==> src/rtl/alu_pkg.sv <==
// ---------------------------------------------------------------------------
// alu_pkg
// Shared definitions for the execute-stage ALU and its issue sequencer:
//   - ALU function select encodings
//   - alu_issue FSM state type
//   - default multicycle divide latency
// ---------------------------------------------------------------------------
package alu_pkg;

    localparam int DIV_LATENCY_DEF = 64;

    localparam logic [2:0] ALU_SEL_ADDSUB = 3'b000;
    localparam logic [2:0] ALU_SEL_MUL    = 3'b001;
    localparam logic [2:0] ALU_SEL_DIV    = 3'b010;
    localparam logic [2:0] ALU_SEL_SLL    = 3'b011;
    localparam logic [2:0] ALU_SEL_SRL    = 3'b100;
    localparam logic [2:0] ALU_SEL_XOR    = 3'b101;
    localparam logic [2:0] ALU_SEL_OR     = 3'b110;
    localparam logic [2:0] ALU_SEL_AND    = 3'b111;

    typedef enum logic [1:0] {
        IDLE = 2'd0,
        EXEC = 2'd1,
        HOLD = 2'd2
    } alu_issue_state_t;

endpackage

==> src/rtl/alu_issue_if.sv <==
// ---------------------------------------------------------------------------
// alu_issue_if
// Request/response bundle between issue/decode (master side drives the
// request and consumes the response) and alu_issue (slave side).
//
// Handshake: a transfer happens on a rising edge where valid && ready are
// both high. The sender holds valid and its payload stable until that edge;
// ready may depend combinationally on the other side's signals.
//   req_*  : request channel   (master -> slave payload, slave -> master ready)
//   rsp_*  : response channel  (slave -> master payload, master -> slave ready)
// ---------------------------------------------------------------------------
interface alu_issue_if;

    logic        req_valid;
    logic        req_ready;
    logic [63:0] req_in1;
    logic [63:0] req_in2;
    logic [1:0]  req_control;
    logic [2:0]  req_select;

    logic        rsp_valid;
    logic        rsp_ready;
    logic [63:0] rsp_out;
    logic        rsp_zero;
    logic        rsp_neg;
    logic        rsp_negu;

    modport master (
        output req_valid, req_in1, req_in2, req_control, req_select, rsp_ready,
        input  req_ready, rsp_valid, rsp_out, rsp_zero, rsp_neg, rsp_negu
    );

    modport slave (
        input  req_valid, req_in1, req_in2, req_control, req_select, rsp_ready,
        output req_ready, rsp_valid, rsp_out, rsp_zero, rsp_neg, rsp_negu
    );

endinterface

==> src/rtl/alu_issue.sv <==
// ---------------------------------------------------------------------------
// alu_issue
// Initiator-side sequencer for the execute-stage alu. Accepts one operation
// per request handshake, holds the alu operands stable while the alu works,
// counts out the divide latency, then captures the result into a held
// response until the consumer takes it.
//
// Ports:
//   clk, rst_n   : clock, synchronous active-low reset
//   flush        : abort current operation, drop pending response
//   bus          : request/response channel (alu_issue_if.slave)
//   alu_in1/2    : registered operands to the alu
//   alu_control  : registered ALUOp control
//   alu_select   : registered function select
//   alu_out      : alu result
//   alu_zero/neg/negu : alu flags
//   busy         : high while in EXEC
//   dbg_state    : current FSM state
// ---------------------------------------------------------------------------
module alu_issue
    import alu_pkg::*;
#(
    parameter int DIV_LATENCY = DIV_LATENCY_DEF,
    parameter int CNT_W       = $clog2(DIV_LATENCY + 1)
) (
    input  logic             clk,
    input  logic             rst_n,
    input  logic             flush,
    alu_issue_if.slave       bus,
    output logic [63:0]      alu_in1,
    output logic [63:0]      alu_in2,
    output logic [1:0]       alu_control,
    output logic [2:0]       alu_select,
    input  logic [63:0]      alu_out,
    input  logic             alu_zero,
    input  logic             alu_neg,
    input  logic             alu_negu,
    output logic             busy,
    output alu_issue_state_t dbg_state
);

    alu_issue_state_t r_state;
    logic [CNT_W-1:0] r_cnt;
    logic [63:0]      r_alu_in1;
    logic [63:0]      r_alu_in2;
    logic [1:0]       r_alu_control;
    logic [2:0]       r_alu_select;
    logic             r_rsp_valid;
    logic [63:0]      r_rsp_out;
    logic             r_rsp_zero;
    logic             r_rsp_neg;
    logic             r_rsp_negu;

    logic             w_req_ready;
    logic             w_accept;

    // A new operation may start from HOLD only when the held response is
    // leaving in the same cycle, so the response register is never overrun.
    assign w_req_ready = !flush && ((r_state == IDLE) ||
                                    ((r_state == HOLD) && bus.rsp_ready));
    assign w_accept    = bus.req_valid && w_req_ready;

    always_ff @(posedge clk) begin
        if (!rst_n) begin
            r_state       <= IDLE;
            r_cnt         <= '0;
            r_alu_in1     <= '0;
            r_alu_in2     <= '0;
            r_alu_control <= '0;
            r_alu_select  <= '0;
            r_rsp_valid   <= 1'b0;
            r_rsp_out     <= '0;
            r_rsp_zero    <= 1'b0;
            r_rsp_neg     <= 1'b0;
            r_rsp_negu    <= 1'b0;
        end else if (flush) begin
            // Operand and response data registers deliberately keep their
            // last values; only the control state is abandoned.
            r_state     <= IDLE;
            r_cnt       <= '0;
            r_rsp_valid <= 1'b0;
        end else begin
            case (r_state)
                IDLE: begin
                end
                EXEC: begin
                    if (r_cnt != '0) begin
                        r_cnt <= r_cnt - CNT_W'(1);
                    end else begin
                        r_rsp_out   <= alu_out;
                        r_rsp_zero  <= alu_zero;
                        r_rsp_neg   <= alu_neg;
                        r_rsp_negu  <= alu_negu;
                        r_rsp_valid <= 1'b1;
                        r_state     <= HOLD;
                    end
                end
                HOLD: begin
                    if (bus.rsp_ready) begin
                        r_rsp_valid <= 1'b0;
                        r_state     <= IDLE;
                    end
                end
                default: r_state <= IDLE;
            endcase

            // An accept (only possible from IDLE or a draining HOLD) takes
            // precedence over the state update above.
            if (w_accept) begin
                r_alu_in1     <= bus.req_in1;
                r_alu_in2     <= bus.req_in2;
                r_alu_control <= bus.req_control;
                r_alu_select  <= bus.req_select;
                r_cnt         <= (bus.req_select == ALU_SEL_DIV) ?
                                 CNT_W'(DIV_LATENCY - 1) : '0;
                r_state       <= EXEC;
            end
        end
    end

    assign bus.req_ready = w_req_ready;
    assign bus.rsp_valid = r_rsp_valid;
    assign bus.rsp_out   = r_rsp_out;
    assign bus.rsp_zero  = r_rsp_zero;
    assign bus.rsp_neg   = r_rsp_neg;
    assign bus.rsp_negu  = r_rsp_negu;

    assign alu_in1     = r_alu_in1;
    assign alu_in2     = r_alu_in2;
    assign alu_control = r_alu_control;
    assign alu_select  = r_alu_select;

    assign busy      = (r_state == EXEC);
    assign dbg_state = r_state;

endmodule
==> src/flat_wrapper.sv <==
// flat-port wrapper written by rule: the top's interface ports become plain ports
module alu_issue_flat import alu_pkg::*;
#(
    parameter int DIV_LATENCY = DIV_LATENCY_DEF,
    parameter int CNT_W       = $clog2(DIV_LATENCY + 1)
)
  (clk, rst_n, flush, alu_in1, alu_in2, alu_control, alu_select, alu_out, alu_zero, alu_neg, alu_negu, busy, dbg_state, bus_req_valid, bus_req_in1, bus_req_in2, bus_req_control, bus_req_select, bus_rsp_ready, bus_req_ready, bus_rsp_valid, bus_rsp_out, bus_rsp_zero, bus_rsp_neg, bus_rsp_negu);
  alu_issue_if bus_i ();
  input  logic clk;
  input  logic rst_n;
  input  logic flush;
  output logic [63:0] alu_in1;
  output logic [63:0] alu_in2;
  output logic [1:0] alu_control;
  output logic [2:0] alu_select;
  input  logic [63:0] alu_out;
  input  logic alu_zero;
  input  logic alu_neg;
  input  logic alu_negu;
  output logic busy;
  output alu_issue_state_t dbg_state;
  input wire logic [$bits(bus_i.req_valid)-1:0] bus_req_valid;
  input wire logic [$bits(bus_i.req_in1)-1:0] bus_req_in1;
  input wire logic [$bits(bus_i.req_in2)-1:0] bus_req_in2;
  input wire logic [$bits(bus_i.req_control)-1:0] bus_req_control;
  input wire logic [$bits(bus_i.req_select)-1:0] bus_req_select;
  input wire logic [$bits(bus_i.rsp_ready)-1:0] bus_rsp_ready;
  output wire logic [$bits(bus_i.req_ready)-1:0] bus_req_ready;
  output wire logic [$bits(bus_i.rsp_valid)-1:0] bus_rsp_valid;
  output wire logic [$bits(bus_i.rsp_out)-1:0] bus_rsp_out;
  output wire logic [$bits(bus_i.rsp_zero)-1:0] bus_rsp_zero;
  output wire logic [$bits(bus_i.rsp_neg)-1:0] bus_rsp_neg;
  output wire logic [$bits(bus_i.rsp_negu)-1:0] bus_rsp_negu;
  assign bus_i.req_valid = bus_req_valid;
  assign bus_i.req_in1 = bus_req_in1;
  assign bus_i.req_in2 = bus_req_in2;
  assign bus_i.req_control = bus_req_control;
  assign bus_i.req_select = bus_req_select;
  assign bus_i.rsp_ready = bus_rsp_ready;
  assign bus_req_ready = bus_i.req_ready;
  assign bus_rsp_valid = bus_i.rsp_valid;
  assign bus_rsp_out = bus_i.rsp_out;
  assign bus_rsp_zero = bus_i.rsp_zero;
  assign bus_rsp_neg = bus_i.rsp_neg;
  assign bus_rsp_negu = bus_i.rsp_negu;
  alu_issue #(.DIV_LATENCY(DIV_LATENCY), .CNT_W(CNT_W)) u_core (.clk(clk), .rst_n(rst_n), .flush(flush), .bus(bus_i), .alu_in1(alu_in1), .alu_in2(alu_in2), .alu_control(alu_control), .alu_select(alu_select), .alu_out(alu_out), .alu_zero(alu_zero), .alu_neg(alu_neg), .alu_negu(alu_negu), .busy(busy), .dbg_state(dbg_state));
endmodule
==> config.mk <==
export PLATFORM = sky130hd
export DESIGN_NAME = alu_issue_flat
export DESIGN_NICKNAME = d
export VERILOG_FILES = /design/src/rtl/alu_pkg.sv /design/src/rtl/alu_issue_if.sv /design/src/rtl/alu_issue.sv /design/src/flat_wrapper.sv
export SDC_FILE = /design/constraint.sdc
export NUM_CORES = 1
export LEC_CHECK = 0
export CAP_MARGIN = 40
export CORE_ASPECT_RATIO = 1.25
export CORE_MARGIN = 8
export CORE_UTILIZATION = 34
export DETAILED_ROUTE_END_ITERATION = 10
export MAX_ROUTING_LAYER = met4
export PLACE_DENSITY = 0.71
export REMOVE_ABC_BUFFERS = 1
export SKIP_CTS_REPAIR_TIMING = 1
export SYNTH_ARGS = -nofsm -noshare
export SYNTH_HDL_FRONTEND = slang
export SYNTH_SLANG_ARGS = --single-unit
==> constraint.sdc <==
create_clock -name clk -period 1.9 [get_ports clk]
set_input_delay 0.475 -clock clk [delete_from_list [all_inputs] [get_ports clk]]
set_output_delay 0.475 -clock clk [all_outputs]
set_load 0.05 [all_outputs]
After elaboration in Yosys (flattened, before gate mapping)
Index checks and enable logic that the tools add are counted.
- mux-type cells: 11
- $add $sub $neg: 1
- bitwise logic cells: 4
- equality and inequality tests: 8
- reductions and logical operators: 18
- operators with widths (cell ; count):
    2-to-1 mux 7 bit ; 3
    AND reduction 3 bit ; 4
    nonzero test 7 bit ; 1
    subtractor 7 x 1 -> 7 bit, second input constant ; 1
    2-to-1 mux 6 bit ; 1
    != test 3 x 2 -> 1 bit, second input constant ; 2
    one-hot mux 2 bit (3 select lines) ; 1
    nonzero test 2 bit ; 3
    2-to-1 mux 2 bit ; 2
    != test 2 bit, second input constant ; 2
    NOT 1 bit ; 4
    AND reduction 2 bit ; 2
    == test 3 x 2 -> 1 bit, second input constant ; 1
    logical AND 1 bit ; 3
    2-to-1 mux 1 bit ; 3
    OR reduction 3 bit ; 1
    == test 2 x 1 -> 1 bit, second input constant ; 1
    == test 2 bit, second input constant ; 1
    logical NOT 2 bit ; 1
    != test 2 x 1 -> 1 bit, second input constant ; 1
    one-hot mux 1 bit (2 select lines) ; 1
    OR reduction 2 bit ; 1
    logical NOT 1 bit ; 1
    logical OR 1 bit ; 1
- flip-flop bits (word level): 210
- output and inout bits: 205
- input port bits: 205
- word-level logic and storage cells: 54

Depth between registers and ports, before layout
Gate-level depths: netlist of the first run.
- word-level depth: 7
- mapped depth: 8
- depth with buffers taken out: 6

Worst setup path before layout of the first run
Ideal clock, no wire load.
- kind: register to output
- from: register u_core.r_state[1] (netlist: u_core.dbg_state[1])
- to: output port bus_req_ready
- arrival time: 1.771 ns
- setup slack: -0.346 ns
- required time: 1.425 ns
- path buffers: 0
- stages on the path, launching flop included: 3
- cells stage by stage: dfxtp_1 -> nor2b_4 -> nor3_1
- longest elaborated chain between the ends: 4
- elaborated cells on any way between the ends: 5
- those cells by class: eq/ne: 1; reduce/logical: 4
- RTL lines (item ; RTL line ; RTL):
    start, declared ; alu_issue.sv:42 ; alu_issue_state_t r_state;
    start signal, assigned ; alu_issue.sv:65 ; r_state <= IDLE;
    start signal, assigned ; alu_issue.sv:79 ; r_state <= IDLE;
    start signal, assigned ; alu_issue.sv:95 ; r_state <= HOLD;
    == test 2 bit ; alu_issue.sv:60 ; ((r_state == HOLD) && bus.rsp_ready));
    logical AND 1 bit ; alu_issue.sv:60 ;
    logical OR 1 bit (*) ; alu_issue.sv:59 ; assign w_req_ready = !flush && ((r_state == IDLE) ||
    logical AND 1 bit (*) ; alu_issue.sv:59 ;
    end, declared ; flat_wrapper.sv:28 ; output wire logic [$bits(bus_i.req_ready)-1:0] bus_req_ready;
Every way passes the cells marked *; elsewhere a longest branch is shown, timed or not.

Worst setup path in the final report of the first run
- from: input port flush
- to: output port bus_req_ready
- longest elaborated chain between the ends: 2
- RTL lines (item ; RTL line ; RTL):
    start, declared ; flat_wrapper.sv:11 ; input logic flush;
    logical NOT 1 bit ; alu_issue.sv:59 ;
    logical AND 1 bit ; alu_issue.sv:59 ;
Every way passes these cells.

==> results of run 1 <==
==> cells by family (layout without fill, tap and decap cells) <==
logic type	after synthesis	count (layout)	share of synthesized area, %
AND/OR/NAND/NOR	439	439	24.8
AO/OA/AOI/OAI	212	212	15.0
flip-flops	210	210	54.2
buffers and inverters	80	496	5.83
adder cells (fa/ha/maj)	1	1	0.161
other	0	2	0
==> final cells by class <==
type	instances	area [µm²]
fillers	2105	10200
flip-flops and latches	210	4210
repair buffers	455	4080
multi-input cells	652	3120
clock buffers	34	667
well taps	288	360
clock inverters	1	30.0
inverters	6	25.0
diodes	2	5.00
==> through the flow <==
stage / area (µm²) / setup slack [ns] / power, mW / setup TNS, ns
after floorplan: 7320 / -2.09 / 5.63 / -370.85
after global placement: 11800 / -0.203 / 6.57 / -21.15
after detailed placement: 11800 / -0.221 / 6.59 / -23.93
after CTS: 12500 / -0.202 / 10.9 / -0.298
after global routing: 12500 / -0.00831 / 11.1 / -0.0164
final: 12500 / 0.0316 / 10.7 / 0
==> critical path, stage by stage <==
cell             delay (ns)
clkdlybuf4s50_1        0.42
buf_4                  0.18
nor3_4                 0.15
buf_12                 0.16
==> power by group <==
part           switching, mW  internal [mW]  leakage [nW]
clock                   1.71           2.53         0.341
sequential            0.0884           4.56          1.71
combinational           1.06          0.777          3.03
==> layout by cell type, fill, tap and decap left out, types with 12 or more instances in the layout <==
cell type	synthesis	final
nand3_1	69	69
o21ai_0	57	57
buf_4	2	240
buf_12	0	12
nand2_1	316	316
clkbuf_16	0	23
clkdlybuf4s50_1	0	202
a21oi_1	124	124
dfxtp_1	210	208
nand2_2	20	20
==> metal layers <==
layer	share of wire, %	track usage, %	up-vias
li1	-	-	3913
met1	40	22.1	3503
met2	47	31.6	331
met3	11	7.26	28
met4	1.5	4.36	0
met5	0	-	-
==> sequential cells by signal, summed over array words and instances (netlist names) <==
register / count
u_core.alu_in1: 64
u_core.alu_in2: 64
u_core.bus.rsp_out: 64
u_core.r_cnt: 7
u_core.alu_select: 3
u_core.alu_control: 2
u_core.dbg_state: 2
u_core.bus.rsp_neg: 1
u_core.bus.rsp_negu: 1
u_core.bus.rsp_valid: 1
u_core.bus.rsp_zero: 1
==> synthesized netlist by cell type (all sizes together), types with 2 or more instances <==
master   count  area share, %
buf         43            4.0
or3b         2           0.26
nor2         8           0.39
nand3       69            4.5
nor2b        2           0.26
a211oi       2           0.19
a21oi      134            9.1
clkbuf      31            1.5
nand2b       3           0.34
o21ai       67            4.3
inv          6           0.29
a2111oi      2           0.31
nor4         2           0.24
nand2      336             17
o311ai       2           0.23
nor3        10           0.94
dfxtp      210             54
o31a         2           0.23
==> worst max path at each step <==
| stage | from | end | slack [ns] | cells after the start |
|---|---|---|---|---|
| finish | flush | bus_req_ready | 0.03 | 4 |
| global route | u_core.r_cnt[0]$_SDFFE_PP0P_ | u_core.bus.rsp_out[34]$_SDFFE_PN0P_ | -0.008 | 7 |
| detailed placement | bus_rsp_ready | u_core.alu_in2[33]$_SDFFE_PN0P_ | -0.22 | 6 |
| global placement | bus_rsp_ready | u_core.alu_in1[32]$_SDFFE_PN0P_ | -0.20 | 6 |
| floorplan | u_core.dbg_state[1]$_SDFFE_PP0P_ | u_core.r_cnt[0]$_SDFFE_PP0P_ | -2.09 | 4 |
| CTS | u_core.dbg_state[1]$_SDFFE_PP0P_ | bus_req_ready | -0.20 | 5 |
==> impl_metrics.yaml, run 1 <==
die:
  dieWidth_um: 151
  io_pins: 410
  initial_core_util_pct: 34.2
  die_area_um2: 27900
  die_h_um: 185
  fp.coreArea_um2: 22700
  std_cell_rows: 62
final_layout:
  layout-drive-gt1-share_pct: 24.2
  area_delta_synth_final_pct: 61.2
  stdcell_count: 1648
  fin_util_pct: 55.1
  fin_nets: 1554
routing:
  drtAntennaViolNets: 0
  vias: 7775
  drc_errors: 0
  drtIter0Drc: 250
  via_per_inst: 4.72
  wl_per_cell_um: 17.1
  dr.pass1.iters: 4
  drt_wl_total_um: 28200
global_route:
  grtUsageTotal_pct: 19.3
  overflow: 0
  first_global_vias: 7511
  grt_max_degree: 82
  antenna_found_initial: 2
  grt_pass1_wl_um: 41600
synthesis:
  syn-cell-area_um2: 7750
  syn_avg_cell_area_um2: 8.23
  yosysWarningCount: 0
  async_flop_share_pct: 0
  ys_seq_area_share_pct: 54.2
  synth_ff_type: "dfxtp_1"
  synth_cell_types: 42
  synth_cells: 942
  synth-edff-count: 0
  synth-seq-cells: 210
power:
  peakVddDrop_mv: 0.698
  leakagePower_nw: 5.08
  p_per_area_nw_per_um2: 858
worst_setup_path:
  cp_data_required_time_ns: 1.42
  worstPathMaxFanout: 6
  worst_r2r_endpoint: "u_core.bus.rsp_out[56]$_SDFFE_PN0P_"
  start_kind: "input port"
  worstPathArrival_ns: 1.39
  rr_worst_depth: 7
  reg2reg_slack_ns: 0.14
  worst-setup-path-type: "input port to output port"
  crit_path_end_kind: "output port"
  timing.rr.start: "u_core.r_cnt[0]$_SDFFE_PP0P_"
placed_design:
  gp_congestion: 0.786
  io_buffers: 409
  dp_hpwl_um: 21300
  dp_cells: 1610
clock_tree:
  clock_sinks: 210
  cts_root_buffer: "clkbuf_16"
  cts_inserted_buffers: 23
  clk_pin_slew_worst_paths_ns: 0.06
  clock_latency_ns: 0.50
  cts.htree.levels: 1
  clk_path_buf_depth: 3
  cts_tree: "done"
hold_path:
  hold-path-endpoint: "u_core.bus.rsp_zero$_SDFFE_PN0P_"
  min_path_type: "input port to flip-flop"
  holdPathStages: 3
  worstHoldStart: "rst_n"
timing:
  timing.hold.ws_ns: 0.334
  relSlewSlack_pct: 69.9
  fin_crit_ns: 1.87
  hold_viol: 0
  fmax_mhz: 535
  rsz0062_at_grt: "true"
  slew_viol_final: 0
  fin_crit_sh_pct: 98.3
  skew_ns: 0.00741
  worst_pin_slew_ns: 0.452
  setup_viol: 0
job:
  maxCapViolCount: 0
outcome:
  status: "complete, no violations"
Power figures use the tool's default switching activity.
==> run 2: changes to the inputs <==
--- a/config.mk
+++ b/config.mk
@@ -5,13 +5,13 @@
 export SDC_FILE = /design/constraint.sdc
 export NUM_CORES = 1
 export LEC_CHECK = 0
+export ABC_AREA = 1
 export CAP_MARGIN = 40
-export CORE_ASPECT_RATIO = 1.25
-export CORE_MARGIN = 8
-export CORE_UTILIZATION = 34
+export CORE_AREA = 2 2 157 159
 export DETAILED_ROUTE_END_ITERATION = 10
+export DIE_AREA = 0 0 159 161
 export MAX_ROUTING_LAYER = met4
-export PLACE_DENSITY = 0.71
+export PLACE_DENSITY = 0.69
 export REMOVE_ABC_BUFFERS = 1
 export SKIP_CTS_REPAIR_TIMING = 1
 export SYNTH_ARGS = -nofsm -noshare
==> run 2 against run 1 <==
Global-route usage is 0.82 points higher. Die area is 8.3% lower. Area after synthesis is 2.3% higher. Power is 5.6% higher. Synthesized cell count is 18% higher. Via count is 4.5% higher. Utilization is 1.6 points lower. Non-clock buffer count is 13 lower. Clock skew is 0.0023 ns higher. Design area is 2.7% higher. Sequential share of layout area is 0.94 points lower. Count of clock-buffer cells in the layout is 1 higher.
==> impl_metrics.yaml, run 2 <==
outcome:
  status: "complete, no violations"
clock_tree:
  clock_sinks: 210
  cts_inserted_buffers: 25
  cts_root_buffer: "clkbuf_16"
  clk_pin_slew_worst_paths_ns: 0.06
  cts_tree: "done"
  clock_latency_ns: 0.51
  clk_path_buf_depth: 3
  cts.htree.levels: 1
routing:
  dr.pass1.iters: 4
  drt_wl_total_um: 26200
  vias: 8121
  via_per_inst: 4.38
  drtIter0Drc: 411
  wl_per_cell_um: 14.1
  drc_errors: 0
  drtAntennaViolNets: 0
timing:
  hold_viol: 0
  fin_crit_sh_pct: 97.4
  timing.hold.ws_ns: 0.306
  relSlewSlack_pct: 65.7
  fmax_mhz: 540
  skew_ns: 0.00972
  fin_crit_ns: 1.85
  slew_viol_final: 0
  worst_pin_slew_ns: 0.515
  setup_viol: 0
  fin_ws_ns: 0.0487
synthesis:
  synth_ff_type: "dfxtp_1"
  yosysWarningCount: 0
  synth.area.top_cells: "dfxtp_1 53%, nand2_1 21%, a21oi_1 8.5%, nor2_1 7.4%, inv_1 4.0%"
  syn_avg_cell_area_um2: 7.13
  synth.most_common_cell: "nand2_1"
  synth-seq-cells: 210
  synth_common_cells: "437 x nand2_1, 210 x dfxtp_1, 156 x nor2_1"
  synth-edff-count: 0
  yosys.area.top_type_share_pct: 53.0
  synth_cell_types: 21
  synth_cells: 1111
  ys_seq_area_share_pct: 53.0
  yosysTopAreaCell: "dfxtp_1"
  syn-cell-area_um2: 7930
  async_flop_share_pct: 0
die:
  dieWidth_um: 159
  io_pins: 410
  fp.coreArea_um2: 24000
  initial_core_util_pct: 33.1
  die_h_um: 161
  std_cell_rows: 57
  die_area_um2: 25600
worst_setup_path:
  critPathTopFamily: "buffers and inverters"
  cp.buffers_inverters: 3
  worstPathArrival_ns: 1.38
  crit_path_end_kind: "output port"
  worst-setup-path-type: "input port to output port"
  cpPeakStageDelay_ns: 0.44
  worstPathMaxFanout: 3
  cpMaxStageDelayCell: "clkdlybuf4s50_1"
  start_kind: "input port"
  path_cells: "clkdlybuf4s50_1 > inv_1 > nand2_1 > nor2_4 > buf_12"
  cp_data_required_time_ns: 1.42
placed_design:
  io_buffers: 409
  dp_cells: 1812
  gp_congestion: 0.810
  post_dp_cell_area_um2: 12000
  place_worst_setup_slack_ns: -0.0804
  dp_hpwl_um: 19300
global_route:
  grt_max_degree: 86
  grtUsageTotal_pct: 20.2
  first_global_vias: 7851
  antenna_found_initial: 1
  grt_pass1_wl_um: 40800
  overflow: 0
power:
  leakagePower_nw: 5.98
  peakVddDrop_mv: 0.705
  p_sw_mw: 2.95
  p_clk_share_pct: 42.8
  swShare_pct: 26.1
  p_per_area_nw_per_um2: 882
  fin_total_pwr_mw: 11.3
  p_seq_share_pct: 41.1
  p_int_mw: 8.37
  comb_power_share_pct: 16.0
final_layout:
  stdcell_count: 1856
  layout_common_cells: "436 x nand2_1, 225 x buf_4, 210 x dfxtp_1, 203 x clkdlybuf4s50_1, 154 x nor2_1"
  fin_nets: 1721
  layout-drive-gt1-share_pct: 18.9
  final_common_cell: "nand2_1"
  finish.instance_area_um2: 12800
  area_delta_synth_final_pct: 61.9
job:
  maxCapViolCount: 0
hold_path:
  min_path_type: "input port to flip-flop"
run 2: cell count changes in the layout (fill, tap and decap cells not counted), sizes merged, moves of 9 or more:
cell	delta
nor2	+150
buf	-13
nand2	+102
nand3	-57
inv	+81
o21ai	-65
nor3	-9
run 2: through the flow:
stage	utilization (%)	TNS (ns)
global route	53.6	-0.00286
CTS	53.5	-0.112
floorplan	-	-398.06
detailed placement	50.0	-3.04
global placement	50.0	-1.68
finish	53.6	0
run 2: cells by family (layout without fill, tap and decap cells):
group | count (synthesis) | in the layout | share of synthesized area [%]
AND/OR/NAND/NOR | 610 | 610 | 29.4
flip-flops | 210 | 210 | 53.0
buffers and inverters | 152 | 572 | 8.62
AO/OA/AOI/OAI | 138 | 138 | 8.78
adder cells (fa/ha/maj) | 1 | 1 | 0.158
other | 0 | 1 | 0
run 2: layer usage:
metal	up-vias	routed length (µm)	global-route usage, %
met4	0	618	6.20
met1	3586	10600	23.0
met2	309	12700	34.3
met5	-	0	-
li1	4181	-	-
met3	45	2270	5.83
run 2: path summary, 6_finish.rpt:
path	cells after the start	endpoint	from	slack, ns
worst max-delay path	5	bus_req_ready	flush	0.05
worst max register to register	8	u_core.bus.rsp_out[28]$_SDFFE_PN0P_	u_core.r_cnt[0]$_SDFFE_PP0P_	0.22
worst min register to register	2	u_core.alu_in1[43]$_SDFFE_PN0P_	u_core.alu_in1[43]$_SDFFE_PN0P_	0.46
worst min-delay path	3	u_core.alu_in2[26]$_SDFFE_PN0P_	rst_n	0.31
run 2: power by group through the flow:
| stage | clock, mW | combinational, mW | sequential (mW) |
|---|---|---|---|
| 2_1_floorplan | 0 | 0.371 | 5.28 |
| 3_3_place_gp | 0 | 1.81 | 4.74 |
| 3_5_place_dp | 0 | 1.82 | 4.74 |
| 4_1_cts | 4.98 | 1.83 | 4.65 |
| 5_1_grt | 5.17 | 1.93 | 4.67 |
| 6_report | 4.85 | 1.81 | 4.65 |
run 2: tightest hold or removal path, stage by stage:
cell	delay (ns)
buf_2	0.13
inv_4	0.11
a21oi_1	0.05
run 2: layout make-up:
cell class | instances | area [µm²]
Fill cell | 2275 | 11100
Multi-Input combinational cell | 749 | 3070
Clock buffer | 35 | 723
Tap cell | 324 | 405
Timing Repair Buffer | 442 | 3990
Inverter | 87 | 332
Antenna cell | 1 | 2.50
Clock inverter | 8 | 115
Sequential cell | 210 | 4200
